$ cat src/rtl/plane_hit_detector.sv
// Bullet vs enemy-plane collision scanner: snapshots the playfield on start, walks one plane
// slot per cycle, and reports the first overlapping enabled plane as a one-hot destroy pulse.
module plane_hit_detector #(
    parameter int unsigned N_PLANES   = 10,
    parameter int unsigned COORD_W    = 8,
    parameter int unsigned PLANE_SIZE = 5,
    parameter int unsigned BULLET_W   = 1,
    parameter int unsigned BULLET_H   = 3
) (
    input  logic                          clk,
    input  logic                          reset,
    input  logic                          start,
    input  logic                          bullet_valid,
    input  logic [COORD_W-1:0]            bullet_x,
    input  logic [COORD_W-1:0]            bullet_y,
    input  logic [N_PLANES*COORD_W-1:0]   plane_x,
    input  logic [N_PLANES*COORD_W-1:0]   plane_y,
    input  logic [N_PLANES-1:0]           plane_en,
    output logic                          busy,
    output logic                          done,
    output logic                          hit,
    output logic [N_PLANES-1:0]           destroyed,
    output logic [3:0]                    hit_index,
    output logic [7:0]                    score
);

    // One extra bit so box edges near the right/bottom border never wrap.
    localparam int unsigned    ExtW    = COORD_W + 1;
    localparam logic [ExtW-1:0] BwM1   = ExtW'(BULLET_W - 1);
    localparam logic [ExtW-1:0] BhM1   = ExtW'(BULLET_H - 1);
    localparam logic [ExtW-1:0] PsM1   = ExtW'(PLANE_SIZE - 1);
    localparam logic [3:0]      LastIdx = 4'(N_PLANES - 1);

    typedef enum logic [1:0] {
        StIdle,
        StScan,
        StReport
    } state_e;

    state_e state_q, state_d;

    logic [COORD_W-1:0]          bx_q, by_q;
    logic [N_PLANES*COORD_W-1:0] px_q, py_q;
    logic [N_PLANES-1:0]         en_q;
    logic [3:0]                  idx_q;

    logic                        busy_q, done_q, hit_q;
    logic [N_PLANES-1:0]         destroyed_q;
    logic [3:0]                  hit_index_q;
    logic [7:0]                  score_q;

    logic [COORD_W-1:0]          cur_px, cur_py;
    logic                        cur_en;
    logic [N_PLANES-1:0]         slot_sel;
    logic [ExtW-1:0]             bx_e, by_e, px_e, py_e;
    logic                        overlap;
    logic                        accept;
    logic                        scan_last;

    // Slot mux driven by the scan index; slot_sel doubles as the one-hot destroy pattern.
    always_comb begin
        cur_px   = '0;
        cur_py   = '0;
        cur_en   = 1'b0;
        slot_sel = '0;
        for (int unsigned i = 0; i < N_PLANES; i++) begin
            if (idx_q == 4'(i)) begin
                cur_px      = px_q[i*COORD_W +: COORD_W];
                cur_py      = py_q[i*COORD_W +: COORD_W];
                cur_en      = en_q[i];
                slot_sel[i] = 1'b1;
            end
        end
    end

    always_comb begin
        bx_e    = {1'b0, bx_q};
        by_e    = {1'b0, by_q};
        px_e    = {1'b0, cur_px};
        py_e    = {1'b0, cur_py};
        overlap = cur_en
                  && (bx_e + BwM1 >= px_e)
                  && (bx_e <= px_e + PsM1)
                  && (by_e + BhM1 >= py_e)
                  && (by_e <= py_e + PsM1);
    end

    assign scan_last = (idx_q == LastIdx);

    always_ff @(posedge clk) begin
        if (reset) begin
            state_q <= StIdle;
        end else begin
            state_q <= state_d;
        end
    end

    always_comb begin
        state_d = state_q;
        accept  = 1'b0;
        unique case (state_q)
            StIdle: begin
                if (start && bullet_valid) begin
                    state_d = StScan;
                    accept  = 1'b1;
                end
            end
            StScan: begin
                if (overlap || scan_last) begin
                    state_d = StReport;
                end
            end
            StReport: state_d = StIdle;
            default:  state_d = StIdle;
        endcase
    end

    always_ff @(posedge clk) begin
        if (reset) begin
            bx_q        <= '0;
            by_q        <= '0;
            px_q        <= '0;
            py_q        <= '0;
            en_q        <= '0;
            idx_q       <= '0;
            busy_q      <= 1'b0;
            done_q      <= 1'b0;
            hit_q       <= 1'b0;
            destroyed_q <= '0;
            hit_index_q <= '0;
            score_q     <= '0;
        end else begin
            done_q      <= 1'b0;
            hit_q       <= 1'b0;
            destroyed_q <= '0;
            if (accept) begin
                bx_q   <= bullet_x;
                by_q   <= bullet_y;
                px_q   <= plane_x;
                py_q   <= plane_y;
                en_q   <= plane_en;
                idx_q  <= '0;
                busy_q <= 1'b1;
            end
            if (state_q == StScan) begin
                if (overlap) begin
                    // idx_q is left on the hit slot so REPORT can latch it.
                    done_q      <= 1'b1;
                    hit_q       <= 1'b1;
                    destroyed_q <= slot_sel;
                end else if (scan_last) begin
                    done_q <= 1'b1;
                end else begin
                    idx_q <= idx_q + 4'd1;
                end
            end
            if (state_q == StReport) begin
                busy_q <= 1'b0;
                if (hit_q) begin
                    hit_index_q <= idx_q;
                    if (score_q != 8'hFF) begin
                        score_q <= score_q + 8'd1;
                    end
                end
            end
        end
    end

    assign busy      = busy_q;
    assign done      = done_q;
    assign hit       = hit_q;
    assign destroyed = destroyed_q;
    assign hit_index = hit_index_q;
    assign score     = score_q;

endmodule

$ cat config.mk
export PLATFORM = sky130hd
export DESIGN_NAME = plane_hit_detector
export DESIGN_NICKNAME = d
export VERILOG_FILES = /design/src/rtl/plane_hit_detector.sv
export SDC_FILE = /design/constraint.sdc
export NUM_CORES = 1
export LEC_CHECK = 0
export ABC_AREA = 1
export CAP_MARGIN = 20
export CORE_MARGIN = 1.5
export CORE_UTILIZATION = 52
export CTS_CLUSTER_DIAMETER = 80
export DETAILED_ROUTE_END_ITERATION = 8
export GPL_ROUTABILITY_DRIVEN = 0
export PLACE_DENSITY = 0.81
export SYNTH_ARGS = -nofsm -noshare
export SYNTH_HDL_FRONTEND = slang
export SYNTH_SLANG_ARGS = --single-unit
$ cat constraint.sdc
create_clock -name clk -period 4.1 [get_ports clk]
set_clock_uncertainty 0.1 [all_clocks]
set_input_delay 0.82 -clock clk [delete_from_list [all_inputs] [get_ports clk]]
set_output_delay 0.82 -clock clk [all_outputs]
set_load 0.01 [all_outputs]
==> results of run 1 <==
[cell usage in the layout, fill, tap and decap left out, types with 4 or more instances in the layout]
cell type and n:
nor2_2 15, nand3_1 48, inv_2 6, clkbuf_16 23
nand2_2 12, nand4_1 16, nand2_4 5, ha_1 32
inv_1 61, a21oi_1 40, nor2_1 402, buf_4 37
o21ai_1 18, o211ai_1 10, dfxtp_1 213, nor2_4 5
nand2_1 193, nand3b_1 6, clkbuf_1 4, or2_2 12
or2_0 5, ha_4 5, o21bai_1 4, o21ai_0 209
clkdlybuf4s50_1 214, xor2_1 11, inv_4 4, clkbuf_8 4
a21oi_2 5, o21ai_2 6, nand3_2 8
[worst max-delay path by stage]
stage | startpoint | to
floorplan | idx_q[1]$_SDFF_PP0_ | idx_q[0]$_SDFF_PP0_
global placement | idx_q[0]$_SDFF_PP0_ | destroyed[8]$_SDFF_PP0_
detailed placement | idx_q[0]$_SDFF_PP0_ | destroyed[2]$_SDFF_PP0_
CTS | idx_q[1]$_SDFF_PP0_ | idx_q[3]$_SDFF_PP0_
global route | idx_q[0]$_SDFF_PP0_ | destroyed[0]$_SDFF_PP0_
finish | idx_q[0]$_SDFF_PP0_ | destroyed[4]$_SDFF_PP0_
[flip-flops by register name (all words and copies together), names as in the netlist, 2 cells and up]
name,cells
bx_q,8
by_q,8
destroyed,10
en_q,10
hit_index,4
idx_q,4
px_q,80
py_q,80
score,8
state_q,2
[what timing repair did]
action / 4_1_cts / 5_1_grt
cloned: 1 / 1
endpoints found under the setup margin: 15 / 18
pin swaps: 5 / 27
buffers inserted: 9 / 6
resized for setup: 13 / 67
[tightest hold or removal path: cells and delay by family (launching register included)]
kind	cells	cell delay (ns)
DFF	1	0.30
buffers and inverters	1	0.05
AOI/OAI and AO/OA	1	0.05
[through the flow]
step	hold slack (ns)	util (%)	setup slack, ns
after floorplan	0.3246	-	0.3088
after global placement	0.3342	64.87	0.1252
after detailed placement	0.3462	64.87	-0.1079
after CTS	0.3527	69.18	0.001675
after global routing	0.3748	70.74	-0.2794
final	0.3522	70.74	0.02520
[layer usage]
layer / track usage, % / wire length, µm
met1: 39.50 / 13240
met2: 46.51 / 14460
met3: 4.365 / 2543
met4: 10.42 / 1096
met5: 0 / 0
[power by group]
| group | leakage [nW] | internal [mW] | switching (mW) | total (mW) |
|---|---|---|---|---|
| Sequential | 1.78 | 2.25 | 0.0944 | 2.35 |
| Combinational | 3.87 | 0.525 | 0.687 | 1.21 |
| Clock | 0.362 | 1.22 | 0.830 | 2.05 |
| Total | 6.02 | 4.00 | 1.61 | 5.61 |
[cell type report]
type | instances | area (µm²) | area share (%)
multi-input combinational | 1093 | 5517 | 40.07
sequential | 217 | 4352 | 31.61
timing repair buffer | 257 | 2525 | 18.34
clock buffer | 31 | 645.6 | 4.690
tap | 265 | 331.6 | 2.408
inverter | 74 | 305.3 | 2.218
clock inverter | 7 | 91.34 | 0.6635
[cells by family after synthesis]
group | count (synthesis)
compound gates | 304
fa+ha+maj | 38
xor+xnor | 13
flops | 217
buf+inv | 161
simple gates | 736
==> results.txt, run 1 <==
Worst Setup Path Type - reg2reg
PwrDens - 407.7 mW/mm²
Cell count along the critical path - 27
CP bufs+invs - 3
CTS H-tree depth - 1
Main synth FF type - dfxtp_1
Clock-pin slew on the worst setup and hold paths - 0.06 ns
Worst hold start - px_q[44]$_SDFFE_PP0P_
Final min period - 4.075 ns
Synth Area in Simple Gates - 29.93%
Via count - 10557
Total Routing Usage GR - 28.98%
Complex-gate fraction of the synthesized area - 15.59%
Tot Pwr - 5.613 mW
1st-pass router iterations - 5
LEAKAGE - 6.015 nW
Layout net count - 1894
Main combinational cell family by area after synthesis - simple AND/OR/NAND/NOR gates
Number of flops mapped to enable cells by yosys - 0
DIE HEIGHT - 143.9 µm
Rel. slew slack - 49.34%
Synth top cells by count - 405 x nor2_1, 222 x o21ai_0, 217 x dfxtp_1
DRT iter0 DRCs - 945
CTS sink cnt - 217
Die W - 143.9 µm
Final instance area - 0.01377 mm²
Layout area overhead - 33.37%
Synth Area in XOR/XNOR - 1.103%
Crit path DAT - 4.42 ns
# setup viols final - 0
Clk buf depth - 3
Share of the synthesized area in the top cell type - 42.08%
Post-DP HPWL - 21.13 mm
R2r setup slk - 0.03 ns
Critical path data required time - 4.44 ns
CTS Hold Buffers Added - 0
Post-synthesis mux area share - 0%
Final wirelength - 31.34 mm
Layout cells sized above 1 - 10.60%
FF-to-FF End - destroyed[4]$_SDFF_PP0_
# diodes - 0
CTS tree - done
Peak Freq - 245.4 MHz
FILL cells - 1533
Pin count of the biggest net entering global routing - 181
Hold WC Path Type - reg2reg
Crit-path max FO - 10
Synthesis Warnings - 0
Die Area - 0.02070 mm²
Worst-margin pin slew - 0.7599 ns
Status - finished, final reports clean
Most Frequent Cell on Critical Path - o21ai_1
Avg Inst Size Synth - 7.027 µm²
Via density - 5.431
Worst setup EP type - flop
Slowest stage delay, CP - 0.38 ns
Mapped Cells - 1469
Syn nets - 1697
Maximum Capacitance Violations - 0
Non-Filler Instances - 1944
CP top delay family - compound AO/OA/AOI/OAI gates
Gr ovfl total - 0
Critical path's slowest cell - dfxtp_4
WHS Endpoint - px_q[44]$_SDFFE_PP0P_
Ports - 215
Worst-Skew Late Latency - 0.51 ns
Site row count - 51
Routed length per instance - 16.12 µm
Core area - 0.01946 mm²
Setup TNS - 0 ns
Hold depth - 2
Share of flip-flops with an asynchronous set or reset - 0%
Top post-synthesis cells by area - dfxtp_1 42%, nor2_1 15%, o21ai_0 11%
Routed Antenna Nets - 0
Slew Viols, Final - 0
Startpoint Class - flop
Most common cell in the netlist - nor2_1
Seq cells post-synth - 217
Port Buffers - 214
TritonCTS Buffers - 23
Cell area after synthesis - 0.01032 mm²
Starting Density - 53.04%
Reg2Reg Depth - 27
Placed insts - 1888
CTS root buf - clkbuf_16
DP Area - 0.01263 mm²
Cell variety after synth - 45
Critical R2R Launch - idx_q[0]$_SDFF_PP0_
RSZ-0062 raised after global routing - yes
Sequential fraction of the synthesis area - 42.08%
Period utilization - 99.39%
First-pass GRT wire length - 47.39 mm
Drc violations - 0
Worst vdd ir - 0.2688 mV
Vias in the first global route - 9455
Initial antenna violation count - 0
Leading area contributor after synthesis - dfxtp_1
Final hold violation count - 0
Synthesized-area fraction occupied by adder cells - 4.606%
Power figures use the tool's default switching activity.
==> inputs of run 2 (changes only) <==
HOLD_SLACK_MARGIN = 0.02   (was default)
==> results of run 2 <==
No change in the layout: final DEF, timing and power equal those of run 1.
==> inputs of run 3 (changes only) <==
CORE_UTILIZATION = 56   (was 52)
PLACE_DENSITY = 0.86   (was 0.81)
SLEW_MARGIN = 20   (was default)
clock period = 5 ns   (was 4.1 ns; I/O delays follow)
==> run 3 against run 2 <==
Effect of this change: final area decreased by 4.0%; first-iteration DRC count increased by 3.2%; sequential share of layout area up 1.3 points; power shrank 21%.
==> results.txt, run 3 (synthesized netlist as in run 1, its figures left out) <==
Status - finished, final reports clean (unchanged)
PwrDens - 336.1 mW/mm² (was 407.7 mW/mm²)
Rel. slew slack - 44.40% (was 49.34%)
TritonCTS Buffers - 22 (was 23)
Worst-margin pin slew - 0.8294 ns (was 0.7599 ns)
Drc violations - 0 (unchanged)
Commonest non-fill, non-tap cell in the layout - nor2_1 (unchanged)
Worst vdd ir - 0.2798 mV (was 0.2688 mV)
LEAKAGE - 5.804 nW (was 6.015 nW)
Critical path data required time - 5.35 ns (was 4.44 ns)
CTS Hold Buffers Added - 0 (unchanged)
Via density - 5.614 (was 5.431)
Layout net count - 1863 (was 1894)
Layout cells sized above 1 - 6.731% (was 10.60%)
Critical Path Source - idx_q[1]$_SDFF_PP0_ (was idx_q[0]$_SDFF_PP0_)
Clock-pin slew on the worst setup and hold paths - 0.06 ns (about the same)
DP Area - 0.01245 mm² (was 0.01263 mm²)
1st-pass router iterations - 6 (was 5)
Post-DP HPWL - 21.28 mm (was 21.13 mm)
CTS root buf - clkbuf_16 (unchanged)
Crit path DAT - 5.09 ns (was 4.42 ns)
Final min period - 4.739 ns (was 4.075 ns)
Placed insts - 1835 (was 1888)
Routed Antenna Nets - 0 (unchanged)
Worst setup margin - 0.2610 ns (was 0.02520 ns)
Clk buf depth - 3 (unchanged)
Maximum Capacitance Violations - 0 (unchanged)
Port Buffers - 214 (unchanged)
Largest regs - px_q x80, py_q x80 (unchanged)
Routed length per instance - 16.25 µm (was 16.12 µm)
Die W - 138.8 µm (was 143.9 µm)
Via count - 10543 (was 10557)
DRT iter0 DRCs - 975 (was 945)
Ports - 215 (unchanged)
Final hold violation count - 0 (unchanged)
Startpoint Class - flop (unchanged)
Initial antenna violation count - 0 (unchanged)
Worst setup path end - destroyed[5]$_SDFF_PP0_ (was destroyed[4]$_SDFF_PP0_)
Starting Density - 57.27% (was 53.04%)
Vias in the first global route - 9616 (was 9455)
Critical path's slowest cell - dfxtp_1 (was dfxtp_4)
CTS H-tree depth - 1 (unchanged)
Non-Filler Instances - 1878 (was 1944)
Worst setup EP type - flop (unchanged)
# diodes - 0 (unchanged)
Worst-Skew Late Latency - 0.52 ns (was 0.51 ns)
Worst hold start - px_q[79]$_SDFFE_PP0P_ (was px_q[44]$_SDFFE_PP0P_)
Tot Pwr - 4.443 mW (was 5.613 mW)
Die Area - 0.01926 mm² (was 0.02070 mm²)
CTS sink cnt - 217 (unchanged)
Core area - 0.01802 mm² (was 0.01946 mm²)
Pin count of the biggest net entering global routing - 175 (was 181)
Layout area overhead - 28.06% (was 33.37%)
Gr ovfl total - 0 (unchanged)
R2r setup slk - 0.26 ns (was 0.03 ns)
Total Routing Usage GR - 30.19% (was 28.98%)
First-pass GRT wire length - 47.73 mm (was 47.39 mm)
Final wirelength - 30.52 mm (was 31.34 mm)
# setup viols final - 0 (unchanged)
Site row count - 49 (was 51)
FF-to-FF End - destroyed[5]$_SDFF_PP0_ (was destroyed[4]$_SDFF_PP0_)
Final Util - 73.34% (was 70.74%)
Hold WC Path Type - reg2reg (unchanged)
Post-place setup slack - 0.2420 ns (was -0.1079 ns)
CTS tree - done (unchanged)
Period utilization - 94.78% (was 99.39%)
Reg2Reg Depth - 26 (was 27)
Final instance area - 0.01322 mm² (was 0.01377 mm²)
Critical R2R Launch - idx_q[1]$_SDFF_PP0_ (was idx_q[0]$_SDFF_PP0_)
Slowest stage delay, CP - 0.35 ns (was 0.38 ns)
Slew Viols, Final - 0 (unchanged)
Crit-path max FO - 12 (was 10)
Worst Setup Path Type - reg2reg (unchanged)
DIE HEIGHT - 138.8 µm (was 143.9 µm)
Peak Freq - 211.0 MHz (was 245.4 MHz)
Commonest cells after routing, fill and taps aside - 405 x nor2_1, 222 x o21ai_0, 217 x dfxtp_1 (was 402 x nor2_1, 214 x clkdlybuf4s50_1, 213 x dfxtp_1)
[run 3: how the worst min path moves through the flow]
stage,to,depth (start not counted)
final,px_q[79]$_SDFFE_PP0P_,2
after CTS,px_q[79]$_SDFFE_PP0P_,2
after detailed placement,px_q[79]$_SDFFE_PP0P_,2
after global placement,px_q[79]$_SDFFE_PP0P_,2
after floorplan,px_q[44]$_SDFFE_PP0P_,2
after global routing,px_q[79]$_SDFFE_PP0P_,2
[run 3: area by class of cell]
cell class / instances / area [µm²]
fill: 1412 / 4806
timing repair buffer: 229 / 2280
inverter: 74 / 289.0
clock buffer: 31 / 634.4
sequential: 217 / 4344
tap: 229 / 286.5
multi-input combinational: 1091 / 5308
clock inverter: 7 / 77.57
[run 3: stage by stage]
step,setup TNS [ns],hold WS [ns]
after floorplan,0,0.3246
after global placement,0,0.3488
after detailed placement,0,0.3528
after CTS,0,0.3626
after global routing,-0.01192,0.3900
final,0,0.3634
[run 3: metal layers]
metal  wire length (µm)  share of wire (%)  GRT usage, %
met5                  0                  0             0
met1              13280                 44         41.47
met2              13980                 46         49.32
met3               2424                7.9         4.109
met4                833                2.7         9.759
[run 3: critical path: cells and delay by family, from the launching register on]
| family | cells | cell delay [ns] |
|---|---|---|
| buffers and inverters | 3 | 0.58 |
| AND/OR/NAND/NOR | 13 | 1.95 |
| XOR/XNOR | 1 | 0.08 |
| adder cells (fa/ha/maj) | 3 | 0.87 |
| AO/OA/AOI/OAI | 6 | 0.75 |
| flip-flops | 1 | 0.35 |
[run 3: repair_timing]
action	4_1_cts	5_1_grt
endpoints found under the setup margin	0	16
setup buffers	0	5
gates resized for setup	0	4
[run 3: where the power goes]
part / internal, mW / switching, mW
combinational: 0.379 / 0.516
sequential: 1.85 / 0.0780
clock: 0.938 / 0.685
